===== src/rtl/c_mem_drain_pkg.sv =====
// c_mem_drain_pkg: result-memory geometry and drain FSM encoding shared by the matmul stages
package c_mem_drain_pkg;
    localparam int ADDR_W  = 12;
    localparam int DATA_W  = 22;
    localparam int NWORDS  = 4096;
    localparam int ROW_LEN = 64;
    typedef enum logic [1:0] {IDLE, ISSUE, FLUSH} state_t;
endpackage


===== src/rtl/c_drain_fifo2.sv =====
// c_drain_fifo2: 2-entry synchronous FIFO absorbing the result-memory read latency
module c_drain_fifo2
    import c_mem_drain_pkg::*;
#(
    parameter int W = DATA_W + 2
) (
    input  logic         clk,
    input  logic         rstn,
    input  logic         push,
    input  logic         pop,
    input  logic [W-1:0] din,
    output logic [W-1:0] dout,
    output logic         empty,
    output logic         full,
    output logic [1:0]   count
);
    logic [W-1:0] mem [2];
    logic wp, rp;
    assign dout  = mem[rp];
    assign empty = count == 2'd0;
    assign full  = count == 2'd2;
    always_ff @(posedge clk) begin
        if (!rstn) begin
            mem[0] <= '0;
            mem[1] <= '0;
            wp     <= 1'b0;
            rp     <= 1'b0;
            count  <= 2'd0;
        end else begin
            if (push) begin
                mem[wp] <= din;
                wp      <= ~wp;
            end
            if (pop) rp <= ~rp;
            count <= count + 2'(push) - 2'(pop);
        end
    end
endmodule


===== src/rtl/c_mem_drain.sv =====
// c_mem_drain: streams all result words out of the result memory in address order
// with row-end and last tags, at one word per cycle under arbitrary backpressure.
module c_mem_drain
    import c_mem_drain_pkg::*;
(
    input  logic              clk,
    input  logic              rstn,
    input  logic              start,
    output logic              busy,
    output logic              done,
    output logic [ADDR_W-3:0] mem_addr_row,
    output logic [1:0]        mem_addr_col,
    output logic              mem_nce,
    output logic              mem_nwrt,
    input  logic [DATA_W-1:0] mem_q,
    output logic [DATA_W-1:0] m_data,
    output logic              m_valid,
    input  logic              m_ready,
    output logic              m_last_row,
    output logic              m_last
);
    localparam int ROW_W = $clog2(ROW_LEN);
    state_t state;
    logic [ADDR_W-1:0] rd_addr, last_addr;
    logic inflight, issue, pop, empty, full;
    logic [1:0] count;
    logic [DATA_W+1:0] head;
    assign pop      = m_valid & m_ready;
    // an issue is allowed only if its word is guaranteed a buffer slot on arrival
    assign issue    = state == ISSUE && ({1'b0, count} + 3'(inflight)) < (3'd2 + 3'(pop));
    assign mem_nce  = ~(issue & rstn);
    assign mem_nwrt = 1'b1;
    assign {mem_addr_row, mem_addr_col} = issue ? rd_addr : last_addr;
    assign m_valid  = !empty;
    assign {m_last, m_last_row, m_data} = head;
    c_drain_fifo2 u_fifo (
        .clk   (clk),
        .rstn  (rstn),
        .push  (inflight),
        .pop   (pop),
        .din   ({last_addr == ADDR_W'(NWORDS - 1), &last_addr[ROW_W-1:0], mem_q}),
        .dout  (head),
        .empty (empty),
        .full  (full),
        .count (count)
    );
    always_ff @(posedge clk) begin
        if (!rstn) begin
            state     <= IDLE;
            rd_addr   <= '0;
            last_addr <= '0;
            inflight  <= 1'b0;
            busy      <= 1'b0;
            done      <= 1'b0;
        end else begin
            assert (!(inflight && full && !pop));
            done     <= 1'b0;
            inflight <= issue;
            if (issue) begin
                last_addr <= rd_addr;
                rd_addr   <= rd_addr + 1'b1;
            end
            case (state)
                IDLE: if (start) begin
                    state   <= ISSUE;
                    rd_addr <= '0;
                    busy    <= 1'b1;
                end
                ISSUE: if (issue && rd_addr == ADDR_W'(NWORDS - 1)) state <= FLUSH;
                FLUSH: if (pop && m_last) begin
                    state <= IDLE;
                    busy  <= 1'b0;
                    done  <= 1'b1;
                end
                default: state <= IDLE;
            endcase
        end
    end
endmodule


===== config.mk =====
export PLATFORM = sky130hd
export DESIGN_NAME = c_mem_drain
export DESIGN_NICKNAME = d
export VERILOG_FILES = /design/src/rtl/c_mem_drain_pkg.sv /design/src/rtl/c_drain_fifo2.sv /design/src/rtl/c_mem_drain.sv
export SDC_FILE = /design/constraint.sdc
export NUM_CORES = 1
export LEC_CHECK = 0
export ABC_CLOCK_PERIOD_IN_PS = 5750
export BUFFER_PORTS_ARGS = -buffer_cell sky130_fd_sc_hd__clkbuf_2
export CORE_AREA = 2 2 86 88
export DETAILED_ROUTE_END_ITERATION = 10
export DIE_AREA = 0 0 88 90
export GPL_ROUTABILITY_DRIVEN = 0
export PLACE_DENSITY = 0.8
export SLEW_MARGIN = 0
export SYNTH_ARGS = -nofsm -noshare
export SYNTH_HDL_FRONTEND = slang
export SYNTH_HIERARCHICAL = 1
export SYNTH_SLANG_ARGS = --single-unit

===== constraint.sdc =====
create_clock -name clk -period 5.75 [get_ports clk]
set_input_delay 1.15 -clock clk [delete_from_list [all_inputs] [get_ports clk]]
set_output_delay 1.15 -clock clk [all_outputs]
set_load 0.1 [all_outputs]

## After elaboration in Yosys (flattened, before gate mapping)

Memory sizes are Yosys's and may differ from the RTL's. A register that Yosys moved wholly into a read port is not among the register bits.
Index checks and enable logic that the tools add are counted.

- Flip-flop bits (word level): 33
- Memory bits (writable): 48
- Output and inout port bits: 41
- Logic and storage cells: 61
- Memories: 1

Memories:

| memory | depth | width | rd ports | clocked after memory_dff | write ports | line | RTL |
|---|---|---|---|---|---|---|---|
| u_fifo.mem | 2 | 24 | 1 | 1 | 2 | c_drain_fifo2.sv:17 | `logic [W-1:0] mem [2];` |

- Add/subtract/negate cells: 5
- Order comparisons: 1
- Eq/ne operators: 7
- Multiplexer cells: 21
- Bitwise logic cells: 5
- Reductions and logical operators: 12

Operators by type and width:

| kind | count |
|---|---|
| 12-bit two-way mux | 4 |
| 12-bit equality test (second input constant) | 2 |
| 24-bit two-way mux | 1 |
| 24-bit OR reduction | 1 |
| 12-bit by 1-bit adder with 12-bit output (second input constant) | 1 |
| 1-bit two-way mux | 11 |
| 2-bit two-way mux | 3 |
| 2-bit case mux with 3 select lines | 1 |
| 3-bit AND reduction | 2 |
| 6-bit AND reduction | 1 |
| 2-bit zero test | 2 |
| 2-bit != test (second input constant) | 2 |
| 2-bit by 1-bit adder with 3-bit output | 1 |
| 2-bit by 1-bit adder with 3-bit output (first input constant) | 1 |
| 1-bit logical AND | 3 |
| 3-bit less-than comparator | 1 |
| 1-bit NOT | 3 |
| 2-bit by 1-bit adder with 2-bit output | 1 |
| 1-bit bitwise AND | 2 |
| 2-bit by 1-bit equality test with 1-bit output (second input constant) | 1 |
| 2-bit equality test (second input constant) | 1 |
| 2-bit by 1-bit != test with 1-bit output (second input constant) | 1 |
| 1-bit case mux with 2 select lines | 1 |
| 2-bit AND reduction | 1 |
| 3 further kinds | 3 |

## Depth between registers and ports, before layout

Gate-level depths: netlist (run 1).

- Depth in word-level cells: 9
- Gate-level depth with buffers: 7

## Cells and area by module

Netlist (run 1), hierarchy kept.

Modules (own cells, without submodules):

| module | instances | cells each | area an instance (µm²) |
|---|---|---|---|
| c_drain_fifo2 | 1 | 178 | 2,391.0 |
| c_mem_drain | 1 | 138 | 1,371.3 |

## Least setup slack after synthesis (run 1)

No wires, ideal clock.

- Path kind: input-to-output
- Start point: input port m_ready
- End point: output port mem_nce
- Data arrival time: 2.461 ns
- Required time: 4.600 ns
- Path slack: 2.139 ns
- Stages: 5
- Cells stage by stage: or3b_4 > a21oi_4 > buf_6 > and2_1 > inv_1

- Word-level cells in the longest chain between the ends: 6

Ends and longest elaborated chain:

| item | line | RTL |
|---|---|---|
| start, declared | c_mem_drain.sv:18 | `input logic m_ready,` |
| 1-bit bitwise AND | c_mem_drain.sv:28 | `assign pop = m_valid & m_ready;` |
| 2-bit by 1-bit adder with 3-bit output | c_mem_drain.sv:30 | `assign issue = state == ISSUE && ({1'b0, count} + 3'(inflight)) < (3'd2 + 3'(pop));` |
| 3-bit less-than comparator | c_mem_drain.sv:30 |  |
| 1-bit logical AND | c_mem_drain.sv:30 |  |
| 1-bit bitwise AND | c_mem_drain.sv:31 | `assign mem_nce = ~(issue & rstn);` |
| 1-bit NOT | c_mem_drain.sv:31 |  |
| end, declared | c_mem_drain.sv:13 | `output logic mem_nce,` |

No other way between the ends.

## Worst setup path after layout (run 1)

- Start point: input port m_ready
- End point: output port mem_addr_row[9]

- Word-level cells in the longest chain between the ends: 5

Ends and longest elaborated chain:

| item | line | RTL |
|---|---|---|
| 1-bit bitwise AND | c_mem_drain.sv:28 |  |
| 2-bit by 1-bit adder with 3-bit output | c_mem_drain.sv:30 |  |
| 3-bit less-than comparator | c_mem_drain.sv:30 |  |
| 1-bit logical AND | c_mem_drain.sv:30 |  |
| 12-bit two-way mux | n/a |  |
| end, declared | c_mem_drain.sv:11 | `output logic [ADDR_W-3:0] mem_addr_row,` |

No other way between the ends.

==> metrics, run 1 <==
status=completed; H-tree depth=3; switching pwr=704 uW; num rows=31; Synth Net Count=between 300 and 400; Cell Chain, Critical Path=clkbuf_2, or3b_4, a21oi_4, mux2_2, clkbuf_2; most common cell after layout, fill and taps aside=clkbuf_2; CP endpoint kind=output port; worst hold start=u_fifo/wp; Setup crit start=m_ready; Fin. Hold Viols=0; worst setup path endpoint=mem_addr_row[9]; routed vias=roughly 2500; layout cells sized above 1=0.324; Final WS setup=approximately 1600 ps; Worst path max stage delay=540 ps; most used cell, CP=clkbuf_2; r2r setup slk=3160 ps; total grt overflow=0; Worst EP required=4600 ps; total die area=between 7000 and 8000 um^2; vias in the first global route=2491; Post-Syn Area=3760 um^2; Min Clock Period, post-route=slightly above 4000 ps; Avg Inst Size Synth=11.9 um^2; Root Driver=clkbuf_8; final std cells w/o fill=482; Clock Path Buffers=2; R2R Path Start=u_fifo/wp; Die Wd=88 um; first-pass GRT wire length=11100 um; DR WL/cell=between 10 and 15 um; wirelength, routed=around 6900 um; initial core utilization=0.535; die span in y=about 90 um; Detailed Route Iter0 Violations=120; Top Ports=67; P_leak=1.78 nW; Area Growth Syn to Fin=15.5%; Initial DRT Pass Iterations=4; crit path kind=in -> out; setup bufs post-CTS=0; GR Util All Layers=0.181; Reg power frac=0.376; crit share post-route=0.719; worst r2r path cells=2; dpl hpwl=4500 um; Setup-failing EPs final=0; CP max-delay cell=a21oi_4; largest net degree at the start of global routing=50; pre-CTS WS=1610 ps; Comb pwr share=0.353; Max Clock Freq=0.242 GHz; Peak VDD IR=approximately 190 uV; CTS sink cnt=82; most frequent cells in the layout=clkbuf_2 (65), nor2_1 (59), edfxtp_1 (48); Post-Route Setup TNS=0 ps; CP startpoint kind=primary input; class of the worst hold path=reg -> reg; post-cts resize count=0; Layout Nets=410; Fillers=546; cts hold-fix bufs=0; placed cell count=between 400 and 500; Max Cap Viol=0; internal power=1.10 mW; Yosys warnings=6; Clk pwr share=0.271; antenna violations before repair=0; Switching Fraction=0.390; Worst Clk Skew=9.61 ps; Port Buffers=between 60 and 70; max_slew headroom=0.298; CTS Buf Count=9; unrepaired setup endpoints after global routing=false; CTS tree=done; crit path max fanout=15; final core occ=0.618; Slew Limit Fails=0; Worst-Margin Slew=~1000 ps; Clk pin slew, worst setup/hold paths=80 ps; P per Cell Area=417 nW/um^2; Power Total=1.81 mW; diodes inserted=0; Arr. time, crit path=2990 ps; Residual DRC=0; post-synthesis cell count=315; Clk Latency, worst-skew pair=between 300 and 400 ps; antenna violation net count after detailed routing=0; R2R Path End=u_fifo/mem[0][22]; via density per instance=5.10; Core ar.=7020 um^2
-- power groups by stage --
stage	clock network (mW)	logic (mW)	registers, mW
floorplan	0	0.583	0.694
global placement	0	0.637	0.691
detailed placement	0	0.641	0.693
CTS	0.500	0.643	0.680
global route	0.521	0.667	0.684
finish	0.490	0.639	0.679
-- cell type report --
| type | instances | area [um^2] | share of cell area |
|---|---|---|---|
| well taps | 99 | 124 | 0.0286 |
| inverters | 8 | 30.0 | 0.00692 |
| clock buffers | 9 | 124 | 0.0286 |
| flip-flops and latches | 82 | 2120 | 0.489 |
| multi-input cells | 210 | 1470 | 0.340 |
| clock inverters | 6 | 116 | 0.0268 |
| repair buffers | 68 | 348 | 0.0802 |
-- stage by stage --
stage               hold slack, ps  area [um^2]
floorplan                      464         3760
global placement               473         4100
detailed placement             497         4100
CTS                            513         4340
global route                   553         4340
finish                         508         4340
-- flip-flops by register name (all words and copies together) (netlist names), named ones only --
register / count
busy: 1
done: 1
inflight: 1
last_addr: 12
rd_addr: 12
state: 2
u_fifo/count: 2
u_fifo/mem: 48
u_fifo/rp: 1
u_fifo/wp: 1
-- worst min-delay path by stage --
stage                  endpoint  slack, ps  cells after the start
floorplan             u_fifo/wp        460                      2
global placement      u_fifo/wp        470                      2
detailed placement    u_fifo/wp        500                      2
CTS                   u_fifo/wp        510                      2
global route        rd_addr[11]        550                      2
finish                u_fifo/wp        510                      2
-- critical path: cells and delay by family --
kind	cells	cell delay, ps
compound gates	1	540
buf+inv	2	460
mux	1	420
simple gates	1	410
-- routing by layer --
metal,global-route usage,part of all wire
met2,0.312,0.50
met3,0.0367,0.042
met4,0.0859,0.026
met5,0,0
met1,0.213,0.43
Note: power is estimated with default switching activity, not from simulation.
==> run 2, diff against run 1 <==
--- a/config.mk
+++ b/config.mk
@@ -5,7 +5,7 @@
 export SDC_FILE = /design/constraint.sdc
 export NUM_CORES = 1
 export LEC_CHECK = 0
-export ABC_CLOCK_PERIOD_IN_PS = 5750
+export ABC_CLOCK_PERIOD_IN_PS = 4000
 export BUFFER_PORTS_ARGS = -buffer_cell sky130_fd_sc_hd__clkbuf_2
 export CORE_AREA = 2 2 86 88
 export DETAILED_ROUTE_END_ITERATION = 10
==> constraint.sdc (replaced) <==
create_clock -name clk -period 4 [get_ports clk]
set_input_delay 0.8 -clock clk [delete_from_list [all_inputs] [get_ports clk]]
set_output_delay 0.8 -clock clk [all_outputs]
set_load 0.1 [all_outputs]
==> run 2 against run 1 <==
Net effect: design area shrank 0.81%; flip-flop and latch count is the same; combinational power grew 42%; first-iteration DRC count shrank 0.83%; global-route usage is essentially flat; clock-buffer cell count is the same; register-to-register slack lost 1500 ps; hold slack lost 7.7 ps; largest cell class unchanged; largest power group unchanged.
==> metrics, run 2 (synthesis results as in run 1) <==
status=completed; Switching Fraction=0.423 (+0.0332); Top Ports=67 (unchanged); Die Wd=88 um (unchanged); post-cts resize count=0 (unchanged); Worst Clk Skew=6.75 ps (-2.86 ps); Core ar.=7020 um^2 (unchanged); Worst-Margin Slew=1080 ps (+30.0 ps); Setup-failing EPs final=0 (unchanged); Reg power frac=0.406 (+0.030); Peak VDD IR=311 uV (+63%); largest net degree at the start of global routing=28 (-44%); Initial DRT Pass Iterations=4 (unchanged); P_leak=1.76 nW (-0.74%); total die area=7920 um^2 (unchanged); P per Cell Area=569 nW/um^2 (+37%); Hold Path Depth=2 (unchanged); Root Driver=clkbuf_8; Max Clock Freq=0.276 GHz; most common cell after layout, fill and taps aside=clkbuf_2; setup bufs post-CTS=0 (unchanged); num rows=31 (unchanged); Clk pwr share=0.223 (-0.048); max reg flops=48 (unchanged); final std cells w/o fill=486 (+0.83%); switching pwr=1.04 mW (+47%); Arr. time, crit path=2830 ps (-160 ps); cts hold-fix bufs=0 (unchanged); crit share post-route=0.906; unrepaired setup endpoints after global routing=false; antenna violation net count after detailed routing=0 (unchanged); diodes inserted=0 (unchanged); Slew Limit Fails=0 (unchanged); Worst Hold End=u_fifo/wp; crit path kind=reg -> out; CTS tree=done; Port Buffers=65 (unchanged); CP startpoint kind=register; Worst path max stage delay=490 ps (-50 ps); worst r2r path cells=6 (+4); vias in the first global route=2413 (-3.1%); Hold WS=501 ps (-7.73 ps); multi-input logic area=1470 um^2 (unchanged); CTS sink cnt=82 (unchanged); max_slew headroom=0.278 (-0.0201); Clk pin slew, worst setup/hold paths=80 ps (about the same); most used cell, CP=ha_1; H-tree depth=3 (unchanged); r2r setup slk=1630 ps (-1530 ps); R2R Path End=last_addr[1]; Reg with most FFs=u_fifo/mem; class of the worst hold path=reg -> reg; CP endpoint kind=output port; via density per instance=5.05 (-1.0%); Post-Route Setup TNS=0 ps (unchanged); dpl hpwl=4540 um (+0.87%); worst hold start=u_fifo/wp; first-pass GRT wire length=11000 um (-0.93%); layout cells sized above 1=0.331 (+0.00699); initial core utilization=0.535 (unchanged); wirelength, routed=6790 um (-2.2%); Seq. cell area=2120 um^2 (unchanged); CTS Buf Count=9 (unchanged); Cell Chain, Critical Path=ha_1, ha_1, or3b_4, a21oi_4, mux2_2, clkbuf_2; GR Util All Layers=0.181 (-0.000397); Worst EP required=3200 ps (-1400 ps); CP max-delay cell=a21oi_4; antenna violations before repair=0 (unchanged); Detailed Route Iter0 Violations=119 (-0.83%); Clk Latency, worst-skew pair=350 ps (about the same); R2R Path Start=inflight; top flop regs=u_fifo/mem x48, last_addr x12, rd_addr x12; routed vias=2455 (-0.20%); DR WL/cell=14.0 um (-3.0%); most frequent cells in the layout=clkbuf_2 (65), nor2_1 (59), edfxtp_1 (48); internal power=1.41 mW (+28%); Max Cap Viol=0 (unchanged); Comb pwr share=0.371 (+0.018); placed cell count=470 (+0.64%); Clock Path Buffers=2 (unchanged); total grt overflow=0 (unchanged); crit path max fanout=15 (unchanged); Fin. Hold Viols=0 (unchanged); Residual DRC=0 (unchanged); Min Clock Period, post-route=3630 ps; Layout Nets=413 (+0.73%); die span in y=90 um (unchanged); Fillers=557 (+2.0%); Area Growth Syn to Fin=14.6%
[run 2: cell count changes in the layout (fill, tap and decap cells not counted)]
cell	change
buf_4	+3
bufinv_16	-3
clkinv_2	+1
clkinv_4	-2
clkinvlp_4	+1
inv_6	+3
inv_8	+1
[run 2: cell type report]
cell class,count,share of cell area
clock buffers,9,0.0288
clock inverters,7,0.0137
inverters,8,0.00698
multi-input cells,210,0.343
flip-flops and latches,82,0.493
well taps,99,0.0288
repair buffers,71,0.0861
[run 2: how the worst max path moves through the flow]
stage                        start              end  slack [ps]
after floorplan            m_ready          mem_nce        1090
after global placement     m_ready  mem_addr_row[1]         590
after detailed placement   m_ready  mem_addr_col[0]         590
after CTS                 inflight  mem_addr_row[0]         340
after global routing      inflight  mem_addr_row[0]         240
final                     inflight  mem_addr_col[0]         370
[run 2: power by group through the flow]
| stage | logic (mW) | clock network, mW | registers (mW) |
|---|---|---|---|
| 3_5_place_dp | 0.910 | 0 | 1.02 |
| 6_report | 0.909 | 0.548 | 0.994 |
| 5_1_grt | 0.954 | 0.599 | 1.00 |
| 2_1_floorplan | 0.839 | 0 | 0.997 |
| 4_1_cts | 0.915 | 0.565 | 0.996 |
| 3_3_place_gp | 0.904 | 0 | 1.01 |
[run 2: metrics by stage]
| step | area (um^2) | power, mW | utilization | setup WS [ps] |
|---|---|---|---|---|
| CTS | 4300 | 2.48 | 0.613 | 344 |
| floorplan | 3760 | 1.84 | - | 1090 |
| detailed placement | 4120 | 1.93 | 0.587 | 588 |
| finish | 4300 | 2.45 | 0.613 | 375 |
| global placement | 4120 | 1.92 | 0.587 | 591 |
| global route | 4300 | 2.55 | 0.613 | 243 |
[run 2: metal layers]
layer | share of wire | wire length (um) | GRT usage
met3 | 0.053 | 360 | 0.0514
met1 | 0.44 | 3010 | 0.214
met4 | 0.015 | 99 | 0.0782
met2 | 0.49 | 3330 | 0.302
met5 | 0 | 0 | 0
[run 2: worst max-delay path, delay by kind of cell, from the launching register on]
kind / cells / cell delay (ps)
AOI/OAI and AO/OA: 1 / 490
adders and majority gates: 2 / 440
buffers and inverters: 1 / 370
DFF: 1 / 360
muxes: 1 / 410
and+or+nand+nor: 1 / 410
